`config.mk`:
```
export PLATFORM = sky130hd
export DESIGN_NAME = timer_8bit
export DESIGN_NICKNAME = d
export VERILOG_FILES = /design/src/rtl/timer_8bit.sv
export SDC_FILE = /design/constraint.sdc
export NUM_CORES = 1
export LEC_CHECK = 0
export ABC_AREA = 0
export CORE_MARGIN = 5
export CORE_UTILIZATION = 40
export CTS_BUF_LIST = sky130_fd_sc_hd__clkbuf_8 sky130_fd_sc_hd__clkbuf_16
export DETAILED_ROUTE_END_ITERATION = 6
export PLACE_DENSITY_LB_ADDON = 0.2
export SLEW_MARGIN = 20
export SYNTH_ARGS = -nofsm -noshare
export SYNTH_HDL_FRONTEND = slang
export SYNTH_SLANG_ARGS = --single-unit
export TNS_END_PERCENT = 1
```
`constraint.sdc`:
```
create_clock -name Clk_In -period 2.5 [get_ports Clk_In]
set_clock_uncertainty 0.2 [all_clocks]
set_input_delay 0.375 -clock Clk_In [delete_from_list [all_inputs] [get_ports Clk_In]]
set_output_delay 0.375 -clock Clk_In [all_outputs]
set_load 0.05 [all_outputs]
```
`src/rtl/timer_8bit.sv`:
```
// 8-bit down-counting timer with start/stop, preload, one-shot or periodic reload.
// Optional macro TIMER_8BIT_TRISTATE_EN: outputs float (Z) when disabled, otherwise they read 0.
module timer_8bit (
    input  logic       Clk_In,
    input  logic       Reset_In,
    input  logic       Enable_In,
    input  logic       Start_Timer_Command_In,
    input  logic       Stop_Timer_Command_In,
    input  logic       Timer_Periodic_Oneshotb_Mode_In,
    input  logic [7:0] Preload_Timer_Value_In,
    output logic       Timer_Running_Flag_Out,
    output logic       Timer_Rollover_Flag_Out,
    output logic [7:0] Timer_Count_Out
);

    logic       running_r;
    logic       rollover_r;
    logic [7:0] value_r;

    // Timer state: first matching rule wins, so Start beats Stop only while idle.
    always_ff @(posedge Clk_In or posedge Reset_In) begin
        if (Reset_In) begin
            running_r  <= 1'b0;
            rollover_r <= 1'b0;
            value_r    <= 8'h00;
        end else if (!running_r && Start_Timer_Command_In) begin
            running_r  <= 1'b1;
            rollover_r <= 1'b0;
            value_r    <= Preload_Timer_Value_In;
        end else if (Stop_Timer_Command_In) begin
            running_r  <= 1'b0;
            rollover_r <= 1'b0;
            value_r    <= 8'h00;
        end else if (running_r) begin
            if (value_r == 8'h00) begin
                rollover_r <= 1'b1;
                if (Timer_Periodic_Oneshotb_Mode_In) begin
                    running_r <= 1'b1;
                    value_r   <= Preload_Timer_Value_In;
                end else begin
                    running_r <= 1'b0;
                    value_r   <= 8'h00;
                end
            end else begin
                running_r  <= 1'b1;
                rollover_r <= 1'b0;
                value_r    <= value_r - 8'd1;
            end
        end else begin
            running_r  <= 1'b0;
            rollover_r <= 1'b0;
            value_r    <= 8'h00;
        end
    end

    // Output enable is purely combinational; it never gates the counter itself.
`ifdef TIMER_8BIT_TRISTATE_EN
    assign Timer_Running_Flag_Out  = Enable_In ? running_r  : 1'bz;
    assign Timer_Rollover_Flag_Out = Enable_In ? rollover_r : 1'bz;
    assign Timer_Count_Out         = Enable_In ? value_r    : 8'bzzzz_zzzz;
`else
    assign Timer_Running_Flag_Out  = Enable_In ? running_r  : 1'b0;
    assign Timer_Rollover_Flag_Out = Enable_In ? rollover_r : 1'b0;
    assign Timer_Count_Out         = Enable_In ? value_r    : 8'h00;
`endif

endmodule

```
Word-level counts from Yosys, hierarchy flattened
Cells that the tools add are included.
- register bits: 10
- input bits: 14
- output and inout bits: 10
- add/sub/neg operators: 1
- multiplexer cells: 17
- reductions and logical operators: 3
- operators with widths (kind ; count):
    8-bit two-way mux ; 6
    1-bit two-way mux ; 11
    8-bit logical NOT ; 1
    8-bit by 1-bit subtractor with 8-bit output (second input constant) ; 1
    1-bit logical AND ; 1
    1-bit logical NOT ; 1

Longest topological paths before layout
Gate-level depths: netlist of the first run.
- depth after elaboration: 5
- gate-level depth with buffers: 6
- gate-level depth less buffers: 6

Worst setup path before layout of the first run
No wires, ideal clock.
- kind: register to register
- start: register value_r[0]
- end: register value_r[7]
- arrival: 1.554 ns
- slack: 0.622 ns
- cell stages (with the launch flop): 5
- buffers on the path: 0
- clock period less this slack: 1.878 ns
- path through: dfrtp_1 > or4_1 > or4_1 > a32oi_1 > nand2_1
- word-level cells in the longest chain between the ends: 5
- RTL lines (element ; line ; text):
    start, declared ; 18 ; logic [7:0] value_r;
    start signal, assigned ; 29 ; value_r <= Preload_Timer_Value_In;
    start signal, assigned ; 39 ; value_r <= Preload_Timer_Value_In;
    start signal, assigned ; 47 ; value_r <= value_r - 8'd1;
    8-bit by 1-bit subtractor with 8-bit output or 8-bit logical NOT (tied branches) ; 47, 35 ;
    8-bit two-way mux * ; 35 ; if (value_r == 8'h00) begin
    8-bit two-way mux * ; 34 ; end else if (running_r) begin
    8-bit two-way mux * ; 30 ; end else if (Stop_Timer_Command_In) begin
    8-bit two-way mux * ; 26 ; end else if (!running_r && Start_Timer_Command_In) begin
Every way passes the cells marked *; elsewhere a longest branch is shown, timed or not.

Worst setup path in the final report of the first run
Ends and elaborated chain as after synthesis.

==> results of run 1 <==
[path summary, 6_finish.rpt]
| path | startpoint | endpoint | depth (start not counted) |
|---|---|---|---|
| hold / removal | Reset_In | value_r[5]$_DFF_PP0_ | 2 |
| setup / recovery | value_r[0]$_DFF_PP0_ | value_r[7]$_DFF_PP0_ | 4 |
| setup reg to reg | value_r[0]$_DFF_PP0_ | value_r[7]$_DFF_PP0_ | 4 |
| max in group asynchronous | Reset_In | value_r[3]$_DFF_PP0_ | 2 |
| min in group Clk_In | value_r[0]$_DFF_PP0_ | value_r[0]$_DFF_PP0_ | 1 |
| hold reg to reg | value_r[0]$_DFF_PP0_ | value_r[0]$_DFF_PP0_ | 1 |
[where the power goes]
group | internal [µW] | switching (µW)
clock network | 138 | 61.1
logic | 207 | 227
registers | 204 | 51.1
[final cells by class]
class	instances	area share, %
inverters	3	1.13
multi-input cells	54	33.2
clock buffers	4	5.53
repair buffers	23	33.2
well taps	15	1.88
flip-flops and latches	10	25.1
[per-layer routing]
layer | vias to the layer above | share of wire (%) | track usage [%]
li1 | 283 | - | -
met1 | 258 | 38 | 13.9
met2 | 19 | 53 | 23.9
met3 | 0 | 8.8 | 7.65
met4 | 0 | 0 | 1.35
met5 | - | 0 | 0
[layout by cell type, fill, tap and decap left out, types with 2 or more instances in the layout]
master and instances:
and2_1 9, buf_12 10, clkbuf_8 4, clkdlybuf4s50_1 13, dfrtp_1 10, ha_1 2
inv_1 3, nand2_1 11, nand3_1 2, nor2_1 3, o21ai_0 8, or4_1 2
xnor2_1 3, xor2_1 2
[logic make-up after synthesis]
group | after synthesis | share of synthesized area (%)
AND/OR/NAND/NOR | 36 | 33.0
AO/OA/AOI/OAI | 11 | 11.2
flip-flops | 10 | 42.3
XOR/XNOR | 5 | 7.40
buffers and inverters | 3 | 1.90
adder cells (fa/ha/maj) | 2 | 4.23
[registers in the layout, summed over array words and instances, names as in the netlist]
register	flops
rollover_r	1
value_r	8
running_r	1
[critical path: cells and delay by family, from the launching register on]
| family | cells | cell delay, ps |
|---|---|---|
| and+or+nand+nor | 3 | 1050 |
| DFF | 1 | 410 |
| AOI/OAI and AO/OA | 1 | 230 |
[metrics by stage]
| step | util (%) | hold WS [ps] | area (µm²) | power [µW] | setup slack, ps |
|---|---|---|---|---|---|
| after global routing | 73.8 | 284 | 996 | 947 | 422 |
| after detailed placement | 69.7 | 354 | 941 | 690 | 525 |
| after global placement | 69.7 | 320 | 941 | 678 | 549 |
| after floorplan | - | 15.2 | 592 | 513 | 622 |
| final | 73.8 | 230 | 996 | 889 | 495 |
| after CTS | 73.8 | 245 | 996 | 895 | 501 |
==> results.cfg, run 1 <==
[run_status]
status = complete, no violations

[cells_and_area]
num_antenna_cells = 0
regArea_um2 = 250
final_nets = 111
area_growth_pct = 68.3
fillers = 98
multi_input_area_um2 = 330
fin_cells = 109
layout-drive-gt1-share_pct = 16.0

[synth]
async_flop_share_pct = 100
ys_warn_count = 0
syn_nets = 83
syn-cell-area_um2 = 592
synth_top_cell_area_share_pct = 42.3
synth_edf_count = 0
ys_seq_elements = 10
synthTopCellsByArea = dfrtp_1, and2_1, nand2_1
synth_commonest_cells = nand2_1, dfrtp_1, and2_1, o21ai_0
synthesis.instances = 67
synth_most_common_cell = nand2_1
synth_top_area_cell = dfrtp_1
syn_avg_cell_area_um2 = 8.83
synthFlopType = dfrtp_1
synth_cell_types = 23
ys_seq_area_share_pct = 42.3

[critical_path]
slowest_delay_ps = 560
required_ps = 2420
slowest_stage = or4_1
start_kind = flip-flop
crit_fanout = 6
path_common_cell = or4_1
cp_cell_sequence = or4_1, or4_1, a32oi_1, nand2_1
r2r_slack_ps = 500
arrival_ps = 1920
critical_path_class = reg2reg
end_kind = flip-flop

[clock_network]
cts_tree = yes
insertion_delay_ps = 230
cts_setup_buffers = 0
clk_pin_slew_ps = 50
root_buffer = clkbuf_8
cts_sinks = 10
cts_inserted_buffers = 3
cts_hold_buf = 0
clockBufferDepth = 2
cts_resized = 0
htreeDepth = 1

[placed_design]
portBuffers = 23
placed_cells = 105
gp_congestion = 0.789

[routing]
route.detailed.drc = 0
wirelength_um = 1470
ant_nets = 0
first_pass_iters = 2
post_drt_wl_per_cell_um = 13.5
drt_iter0_drc = 9
vias = 560
via_per_inst = 5.14

[floorplan]
ioPinCount = 24
rows = 13
die-width_um = 48.5
dieArea_um2 = 2350
core_area_um2 = 1350
die_h_um = 48.5
start_util_pct = 43.8

[hold_path]
hold_class = in2async

[timing]
max_slew_margin_pct = 62.4
final_max_slew_viol_count = 0
timing.final.crit_period_ps = 2000
fmax_mhz = 499
report.final.setup_viol = 0
tightest_slew_ps = 559
fin_setup_tns_ps = 0
period_share_pct = 80.2
rsz0062_at_grt = no
finalHoldViolCount = 0

[power]
ir_drop_v = 0.000548
p_leak_uw = 0.000443
p_per_area_nw_per_um2 = 892

[grt]
overflow = 0
grt_use_total_pct = 13.4
grt_pass1_vias = 568
grt_pass1_wl_um = 2490
grt_max_degree = 11
antenna_found_initial = 0

[job]
drv_cap = 0
(Power assumes the default switching activity.)
==> inputs of run 2 (changes only) <==
--- a/config.mk
+++ b/config.mk
@@ -7,7 +7,7 @@
 export LEC_CHECK = 0
 export ABC_AREA = 0
 export CORE_MARGIN = 5
-export CORE_UTILIZATION = 40
+export CORE_UTILIZATION = 37
 export CTS_BUF_LIST = sky130_fd_sc_hd__clkbuf_8 sky130_fd_sc_hd__clkbuf_16
 export DETAILED_ROUTE_END_ITERATION = 6
 export PLACE_DENSITY_LB_ADDON = 0.2
==> constraint.sdc (replaced) <==
create_clock -name Clk_In -period 1.7 [get_ports Clk_In]
set_clock_uncertainty 0.2 [all_clocks]
set_input_delay 0.255 -clock Clk_In [delete_from_list [all_inputs] [get_ports Clk_In]]
set_output_delay 0.255 -clock Clk_In [all_outputs]
set_load 0.05 [all_outputs]
==> results.cfg, run 2 (synthesized netlist as in run 1, its figures left out) <==
[timing]
max_slew_margin_pct = 74.3
final_max_slew_viol_count = 0
rsz0062_at_grt = yes
finalHoldViolCount = 0
timing.final.crit_period_ps = 1880
report.final.setup_viol = 1
tightest_slew_ps = 385
fmax_mhz = 532
worst_slack_ps = -181
fin_setup_tns_ps = -181
period_share_pct = 111

[clock_network]
root_buffer = clkbuf_8
insertion_delay_ps = 230
cts_sinks = 10
cts_setup_buffers = 0
cts_tree = yes
cts_inserted_buffers = 3
cts_hold_buf = 0
clk_pin_slew_ps = 40
clockBufferDepth = 2
htreeDepth = 1

[routing]
vias = 592
via_per_inst = 5.06
ant_nets = 0
wirelength_um = 1570
route.detailed.drc = 0
first_pass_iters = 4
post_drt_wl_per_cell_um = 13.4
drt_iter0_drc = 3

[placed_design]
pre_cts_slack_ps = -159
placed_cells = 114
portBuffers = 23
place_hpwl_um = 1230
gp_congestion = 0.754

[critical_path]
arrival_ps = 1800
cp_cell_sequence = or4_4, or4_1, a32oi_1, nand2_1
critical_path_class = reg2reg
end_kind = flip-flop
slowest_stage = or4_4
required_ps = 1620
start_kind = flip-flop
slowest_delay_ps = 530
crit_fanout = 2

[cells_and_area]
reg_top3 = value_r x8, rollover_r x1, running_r x1
final_nets = 119
layout_commonest_cell = clkdlybuf4s50_1
utilization_pct = 70.7
most-common-layout-cells = clkdlybuf4s50_1, nand2_1, buf_12, dfrtp_1, and2_1
largest_reg_flops = 8
fin_cells = 117
area_growth_pct = 79.9
layout-drive-gt1-share_pct = 25.7
top_register = value_r
num_antenna_cells = 0

[grt]
grt_pass1_wl_um = 2610
grt_use_total_pct = 13.3
antenna_found_initial = 0
overflow = 0
grt_pass1_vias = 637
grt_max_degree = 11

[floorplan]
ioPinCount = 24
rows = 14
die_h_um = 50.0
start_util_pct = 39.3
core_area_um2 = 1510
dieArea_um2 = 2500
die-width_um = 50.0

[power]
ir_drop_v = 0.000771
p_leak_uw = 0.000478
p_per_area_nw_per_um2 = 1280
finalPower_uw = 1360

[run_status]
violations = setup timing
status = complete, but fails checks

[job]
drv_cap = 0

[hold_path]
hold_class = in2async
==> run 2: worst max-delay path, delay by kind of cell (launching register included) <==
kind | cells | cell delay (ps)
simple gates | 3 | 1000
compound gates | 1 | 180
flops | 1 | 380
==> run 2: worst paths after layout <==
check,end,slack [ps],cells past startpoint,start
min in group Clk_In,value_r[7]$_DFF_PP0_,340,2,value_r[7]$_DFF_PP0_
max in group asynchronous,value_r[6]$_DFF_PP0_,920,2,Reset_In
hold reg to reg,value_r[7]$_DFF_PP0_,340,2,value_r[7]$_DFF_PP0_
setup / recovery,value_r[7]$_DFF_PP0_,-180,4,value_r[1]$_DFF_PP0_
setup reg to reg,value_r[7]$_DFF_PP0_,-180,4,value_r[1]$_DFF_PP0_
hold / removal,value_r[5]$_DFF_PP0_,100,2,Reset_In
==> run 2: metal layers <==
layer	part of all wire, %	wire (µm)	vias to the layer above	global-route usage (%)
met4	0.89	14	0	4.80
met5	0	0	-	0
met1	40	635	272	14.4
met3	5.2	82	3	4.82
met2	53	839	16	23.2
li1	-	-	301	-
==> run 2: area by class of cell <==
class / instances / area (µm²)
inverters: 3 / 11.3
repair buffers: 31 / 389
fillers: 114 / 442
flip-flops and latches: 10 / 250
multi-input cells: 54 / 353
well taps: 16 / 20.0
clock buffers: 3 / 41.3
==> run 2: through the flow <==
stage / area (µm²) / hold WS (ps)
after floorplan: 592 / -105
after global placement: 1000 / 321
after detailed placement: 1000 / 326
after CTS: 1050 / 114
after global routing: 1060 / 155
final: 1060 / 104
==> run 2: power by group <==
group	leakage [µW]	switching, µW	total (µW)	internal [µW]
Sequential	0.000130	53.5	354	301
Combinational	0.000326	391	773	381
Clock	0.0000216	80.2	234	154
Total	0.000478	525	1360	836
==> run 2: repair_timing <==
| action | CTS | global route |
|---|---|---|
| pin swaps | 0 | 1 |
| gates resized for setup | 3 | 3 |
| endpoints found under the setup margin | 16 | 9 |
==> RTL change 1 (settings of run 2) <==
Add an input register stage for `Start_Timer_Command_In`, `Stop_Timer_Command_In`, `Timer_Periodic_Oneshotb_Mode_In` and `Preload_Timer_Value_In`, cleared by the reset; this delays them by one clock. The other inputs are not delayed to match.
--- a/src/rtl/timer_8bit.sv
+++ b/src/rtl/timer_8bit.sv
@@ -13,6 +13,25 @@
     output logic [7:0] Timer_Count_Out
 );
 
+    logic Start_Timer_Command_In_q;
+    logic Stop_Timer_Command_In_q;
+    logic Timer_Periodic_Oneshotb_Mode_In_q;
+    logic [7:0] Preload_Timer_Value_In_q;
+
+    always_ff @(posedge Clk_In or posedge Reset_In) begin
+        if (Reset_In) begin
+            Start_Timer_Command_In_q          <= '0;
+            Stop_Timer_Command_In_q           <= '0;
+            Timer_Periodic_Oneshotb_Mode_In_q <= '0;
+            Preload_Timer_Value_In_q          <= '0;
+        end else begin
+            Start_Timer_Command_In_q          <= Start_Timer_Command_In;
+            Stop_Timer_Command_In_q           <= Stop_Timer_Command_In;
+            Timer_Periodic_Oneshotb_Mode_In_q <= Timer_Periodic_Oneshotb_Mode_In;
+            Preload_Timer_Value_In_q          <= Preload_Timer_Value_In;
+        end
+    end
+
     logic       running_r;
     logic       rollover_r;
     logic [7:0] value_r;
@@ -23,20 +42,20 @@
             running_r  <= 1'b0;
             rollover_r <= 1'b0;
             value_r    <= 8'h00;
-        end else if (!running_r && Start_Timer_Command_In) begin
+        end else if (!running_r && Start_Timer_Command_In_q) begin
             running_r  <= 1'b1;
             rollover_r <= 1'b0;
-            value_r    <= Preload_Timer_Value_In;
-        end else if (Stop_Timer_Command_In) begin
+            value_r    <= Preload_Timer_Value_In_q;
+        end else if (Stop_Timer_Command_In_q) begin
             running_r  <= 1'b0;
             rollover_r <= 1'b0;
             value_r    <= 8'h00;
         end else if (running_r) begin
             if (value_r == 8'h00) begin
                 rollover_r <= 1'b1;
-                if (Timer_Periodic_Oneshotb_Mode_In) begin
+                if (Timer_Periodic_Oneshotb_Mode_In_q) begin
                     running_r <= 1'b1;
-                    value_r   <= Preload_Timer_Value_In;
+                    value_r   <= Preload_Timer_Value_In_q;
                 end else begin
                     running_r <= 1'b0;
                     value_r   <= 8'h00;
Check against the original RTL: not equivalent (a bounded check fails within 4 cycles, from zero or initial values and one cycle with Reset_In high).
==> RTL change 1 against run 2 <==
The flow still finishes with violations (setup timing); critical endpoint unchanged; wire length up 19%; synthesized area is 47% higher; global-route usage down 2.1 points; via count up 16%; maximum frequency decreased by 0.37%; non-clock buffer count down 2; sequential cell count is 11 higher; design area up 26%; total power rose by 27%; highest routed layer unchanged; worst setup slack got worse by 0.0070 ns.
==> RTL change 1: results (changes against run 2) <==
Yosys
  – Top cells by count, synth: dfrtp_1 (21), nand2_1 (11), and2_1 (9)
  – Synth Instances: 78 (+16%)
  – Mux share of post-synthesis cell area: 0% (unchanged)
  – Post-Synth XOR/XNOR Area: 5.05% (-2.3 points)
  – Synth async-reset ratio: 100% (unchanged)
  – Post-synthesis sequential area ratio: 60.6% (+18 points)
  – Post-Synth Adder-Cell Area: 2.89% (-1.3 points)
  – Compound-Gate Fraction of Synth Area: 7.65% (-3.6 points)
  – Synth Flop Type: dfrtp_1
  – Synth area leaders: dfrtp_1 (61%), and2_1 (6.5%), nand2_1 (4.8%), o21ai_0 (4.6%), xnor2_1 (3.0%)
  – Syn_nets: 94 (+13%)

Routing
  – Antenna-violating nets left: 0 (unchanged)
  – Router iterations before antenna repair: 4 (unchanged)
  – Vias per cell: 4.96 (-2.0%)
  – Starting DRT DRC Count: 6 (+3)
  – WL final: 1870 um (+19%)

Finish
  – Share of layout cells above drive strength 1: 21.6% (-4.1 points)
  – Antenna cells: 0 (unchanged)
  – Non-Filler Instances: 139 (+19%)
  – Fillers: 196 (+72%)
  – Biggest regs: Preload_Timer_Value_In_q x8, value_r x8
  – Layout net count: 128 (+7.6%)

CTS
  – Clock-pin slew on the worst setup and hold paths: 0.07 ns (+0.03 ns)
  – CTS root buffer: clkbuf_8
  – Clk_lat worst skew: 0.25 ns (+0.02 ns)
  – Post-CTS setup buffers: 0 (unchanged)
  – CTS max path bufs: 2 (unchanged)
  – Total CTS buffers: 3 (unchanged)

Timing
  – Slew @ Worst Pin: 0.319 ns (-0.0664 ns)
  – TNS Setup: -0.188 ns (-0.00703 ns)
  – Fin worst setup slack: -0.188 ns (-0.00703 ns)
  – Final setup vio count: 1 (unchanged)

Status
  – Failing checks: setup timing
  – Outcome: complete, but fails checks

Power and ir drop
  – Max VDD drop: 0.000904 V (+17%)
  – Leak: 0.602 nW (+26%)

Place
  – Pre-CTS WS: -0.169 ns (-0.00954 ns)
  – Routability cong.: 0.888 (+18%)
  – Final HPWL DP: 1380 um (+12%)

Global route
  – Initial antenna violation count: 0 (unchanged)
  – GRT Total Usage: 11.2% (-2.1 points)
  – Vias in the first global route: 651 (+2.2%)
  – Largest net degree at the start of global routing: 22 (+11)
  – First-pass GRT wire length: 2940 um (+13%)

Hold path
  – Hold Crit Class: primary input to async pin

Worst setup path
  – Worst setup endpoint: value_r[7]
  – Cell count of the worst reg-to-reg path: 4 (unchanged)
  – CP Data Arrival Time: 1.83 ns (+0.03 ns)
  – Reg-to-Reg Start: value_r[1]
  – CP Max Fanout: 2 (unchanged)
## RTL change 1: cell count changes after synthesis
cell            run 2  this run
dfrtp_1            10        21
## RTL change 1: cells by family (layout without fill, tap and decap cells)
kind of cell,Yosys count,after routing
AND/OR/NAND/NOR,36,36
XOR/XNOR,5,5
buffers and inverters,3,36
AO/OA/AOI/OAI,11,11
flip-flops,21,21
adder cells (fa/ha/maj),2,2
## RTL change 1: final cells by class
class / instances / area share, %
Multi-Input combinational cell: 54 / 26.4
Inverter: 3 / 0.836
Clock buffer: 3 / 3.07
Tap cell: 28 / 2.60
Timing Repair Buffer: 29 / 27.8
Clock inverter: 1 / 0.279
Sequential cell: 21 / 39.0
## RTL change 1: stage by stage
| stage | cell area, um^2 | hold slack, ns |
|---|---|---|
| 5_1_grt | 1350 | 0.179 |
| 6_report | 1350 | 0.120 |
| 3_5_place_dp | 1280 | 0.239 |
| 3_3_place_gp | 1280 | 0.230 |
| 2_1_floorplan | 867 | 0.0315 |
| 4_1_cts | 1330 | 0.130 |
## RTL change 1: critical path: stages, from the launching register on
cell and delay (ns):
dfrtp_1 0.37, or4_1 0.53, or4_1 0.42, a32oi_1 0.19, nand2_1 0.06
## RTL change 1: layer usage
metal | track usage, % | part of all wire [%] | routed length, um
met5 | 0 | 0 | 0
met4 | 4.97 | 1.1 | 21
met3 | 2.19 | 4.2 | 79
met2 | 19.1 | 57 | 1060
met1 | 13.7 | 38 | 709
## RTL change 1: power breakdown
group | switching, mW | internal (mW)
logic | 0.411 | 0.371
registers | 0.0577 | 0.574
clock network | 0.148 | 0.160
## RTL change 1: repair_timing
action | CTS | global route
setup endpoints to repair | 13 | 10
resized for setup | 3 | 3
pin swaps | 0 | 1
hold buffers | 0 | 0
==> RTL change 2 (settings of run 2) <==
Made on the original files. Reset style: synchronous (`Reset_In`), changed in one clocked block.
--- a/src/rtl/timer_8bit.sv
+++ b/src/rtl/timer_8bit.sv
@@ -18,7 +18,7 @@
     logic [7:0] value_r;
 
     // Timer state: first matching rule wins, so Start beats Stop only while idle.
-    always_ff @(posedge Clk_In or posedge Reset_In) begin
+    always_ff @(posedge Clk_In) begin
         if (Reset_In) begin
             running_r  <= 1'b0;
             rollover_r <= 1'b0;
Check against the original RTL: differs if Reset_In is asserted again (counterexample within 4 cycles, from zero or initial values and one cycle with Reset_In high); with Reset_In held inactive, the same outputs for 10 cycles.
==> RTL change 2 against run 2 <==
The run still ends with setup timing left; worst hold slack improved by 0.26 ns; wire length rose by 38%; worst setup slack improved by 0.070 ns; synthesized area grew 14%; sequential cell count unchanged; critical endpoint is now value_r[7]; largest cell class is now multi-input combinational cells; design area up 18%.
Power is not compared: it rests on default switching activity, and its combinational part moved more than twofold at a synthesized area within 25%.
==> RTL change 2: results (changes against run 2) <==
Routing
  – Starting DRT DRC Count: 26 (+23)
  – Via count: 785 (+33%)
  – Router iterations before antenna repair: 4 (unchanged)
  – WL final: 2170 um (+38%)

Hold path
  – Cell depth of the worst hold path: 2
  – Hold Crit Class: register to register
  – Hold path endpoint: value_r[0]

Global route
  – Vias in the first global route: 769 (+21%)
  – GRT Total Usage: 17.2% (+3.9 points)
  – Largest net degree at the start of global routing: 11 (unchanged)
  – Initial antenna violation count: 0 (unchanged)
  – First-pass GRT wire length: 3530 um (+35%)

Worst setup path
  – CP Max Fanout: 6 (+4)
  – Reg-to-Reg Start: value_r[1]
  – Largest delay share family, worst path: compound AO/OA/AOI/OAI gates
  – Worst reg2reg path endpoint: value_r[7]
  – Largest stage delay on the critical path: 0.37 ns (-0.16 ns)
  – Slowest CP cell: a2111o_1
  – Cell count of the worst reg-to-reg path: 6 (+2)
  – CP Data Arrival Time: 1.77 ns (-0.03 ns)

Finish
  – Share of layout cells above drive strength 1: 39.2% (+13 points)
  – Biggest regs: value_r x8, rollover_r x1, running_r x1
  – Layout net count: 138 (+16%)

Place
  – Final HPWL DP: 1730 um (+41%)
  – Routability cong.: 0.818 (+8.5%)
  – Port Buffers: 23 (unchanged)

Yosys
  – Compound-Gate Fraction of Synth Area: 26.2% (+15 points)
  – Distinct cells, synth: 40 (+74%)
  – Post-Synth XOR/XNOR Area: 2.59% (-4.8 points)
  – Post-synthesis sequential area ratio: 29.6% (-13 points)
  – Synth async-reset ratio: 0% (-100 points)
  – Syn_nets: 95 (+14%)
  – Synth area leaders: dfxtp_1 (30%), and2_1 (9.2%), o2bb2ai_1 (5.2%), ha_1 (3.7%), a21oi_1 (3.0%)
  – Synth Flop Type: dfxtp_1
  – Top cells by count, synth: and2_1 (10), dfxtp_1 (10), nand2_1 (5)
  – Post-Synth Adder-Cell Area: 3.70% (-0.53 points)

CTS
  – CTS root buffer: clkbuf_8
  – Total CTS buffers: 3 (unchanged)
  – H-Tree Depth: 1 (unchanged)

Status
  – Failing checks: setup timing
  – Outcome: complete, but fails checks

Timing
  – Fin worst setup slack: -0.111 ns (+0.0699 ns)
  – Final setup vio count: 3 (+2)
  – Slew @ Worst Pin: 0.359 ns (-0.0262 ns)

Power and ir drop
  – Leak: ~0.51 nW
  – Max VDD drop: 0.000464 V
RTL change 2: cell types whose count changed after synthesis, sizes merged, moves of 4 or more:
cell	delta
a21oi	+5
dfrtp	-10
dfxtp	+10
nand2	-6
o21ai	-5
o2bb2ai	+4
RTL change 2: cell families after synthesis:
logic type	after synthesis
AOI/OAI and AO/OA	23
xor gates and xnor gates	2
adders and majority gates	2
buffers and inverters	6
DFF	10
and+or+nand+nor	36
RTL change 2: what timing repair did:
action                                  in CTS  in global routing
gates resized for setup                      6                  7
endpoints found under the setup margin      12                  9
pin swaps                                    0                  3
hold buffers                                 0                  0
RTL change 2: final cells by class:
type / instances / area, um^2
flip-flops and latches: 10 / 203
clock buffers: 3 / 41.3
inverters: 4 / 15.0
fillers: 132 / 475
repair buffers: 40 / 460
well taps: 25 / 31.3
multi-input cells: 63 / 500
RTL change 2: metal layers:
layer	part of all wire [%]	wire [um]	track usage, %
met1	40	874	20.8
met2	52	1120	30.2
met5	0	0	0
met3	7.5	163	3.42
met4	0.51	11	5.53
RTL change 2: worst max-delay path by stage:
stage               depth (start not counted)                       from          to
finish                                      6                 value_r[1]  value_r[7]
detailed placement                          5  Preload_Timer_Value_In[5]  value_r[5]
floorplan                                   6                 value_r[1]  value_r[7]
global route                                6                 value_r[1]  value_r[7]
global placement                            5  Preload_Timer_Value_In[5]  value_r[5]
CTS                                         6                 value_r[1]  value_r[7]
RTL change 2: tightest hold or removal path, cell delays in order (launching register included):
cell	delay, ns
dfxtp_2	0.33
buf_4	0.14
o2bb2ai_1	0.06
RTL change 2: through the flow:
stage | std cells | instance area, um^2 | TNS (ns) | worst slack [ns] | hold slack [ns]
finish | 145 | 1250 | -0.224 | -0.111 | 0.360
global route | 145 | 1250 | -0.482 | -0.154 | 0.378
CTS | 145 | 1220 | -0.186 | -0.116 | 0.363
detailed placement | 142 | 1160 | -0.749 | -0.193 | 0.358
global placement | 142 | 1160 | -0.481 | -0.171 | 0.343
floorplan | 79 | 684 | -0.146 | -0.0873 | 0.172
RTL change 2: power groups by stage:
stage | sequential, mW | combinational, mW | clock [mW]
final | 0.265 | 0.348 | 0.240
after floorplan | 0.268 | 0.164 | 0
after global placement | 0.265 | 0.309 | 0
after detailed placement | 0.267 | 0.317 | 0
after global routing | 0.266 | 0.372 | 0.261
after CTS | 0.264 | 0.326 | 0.243
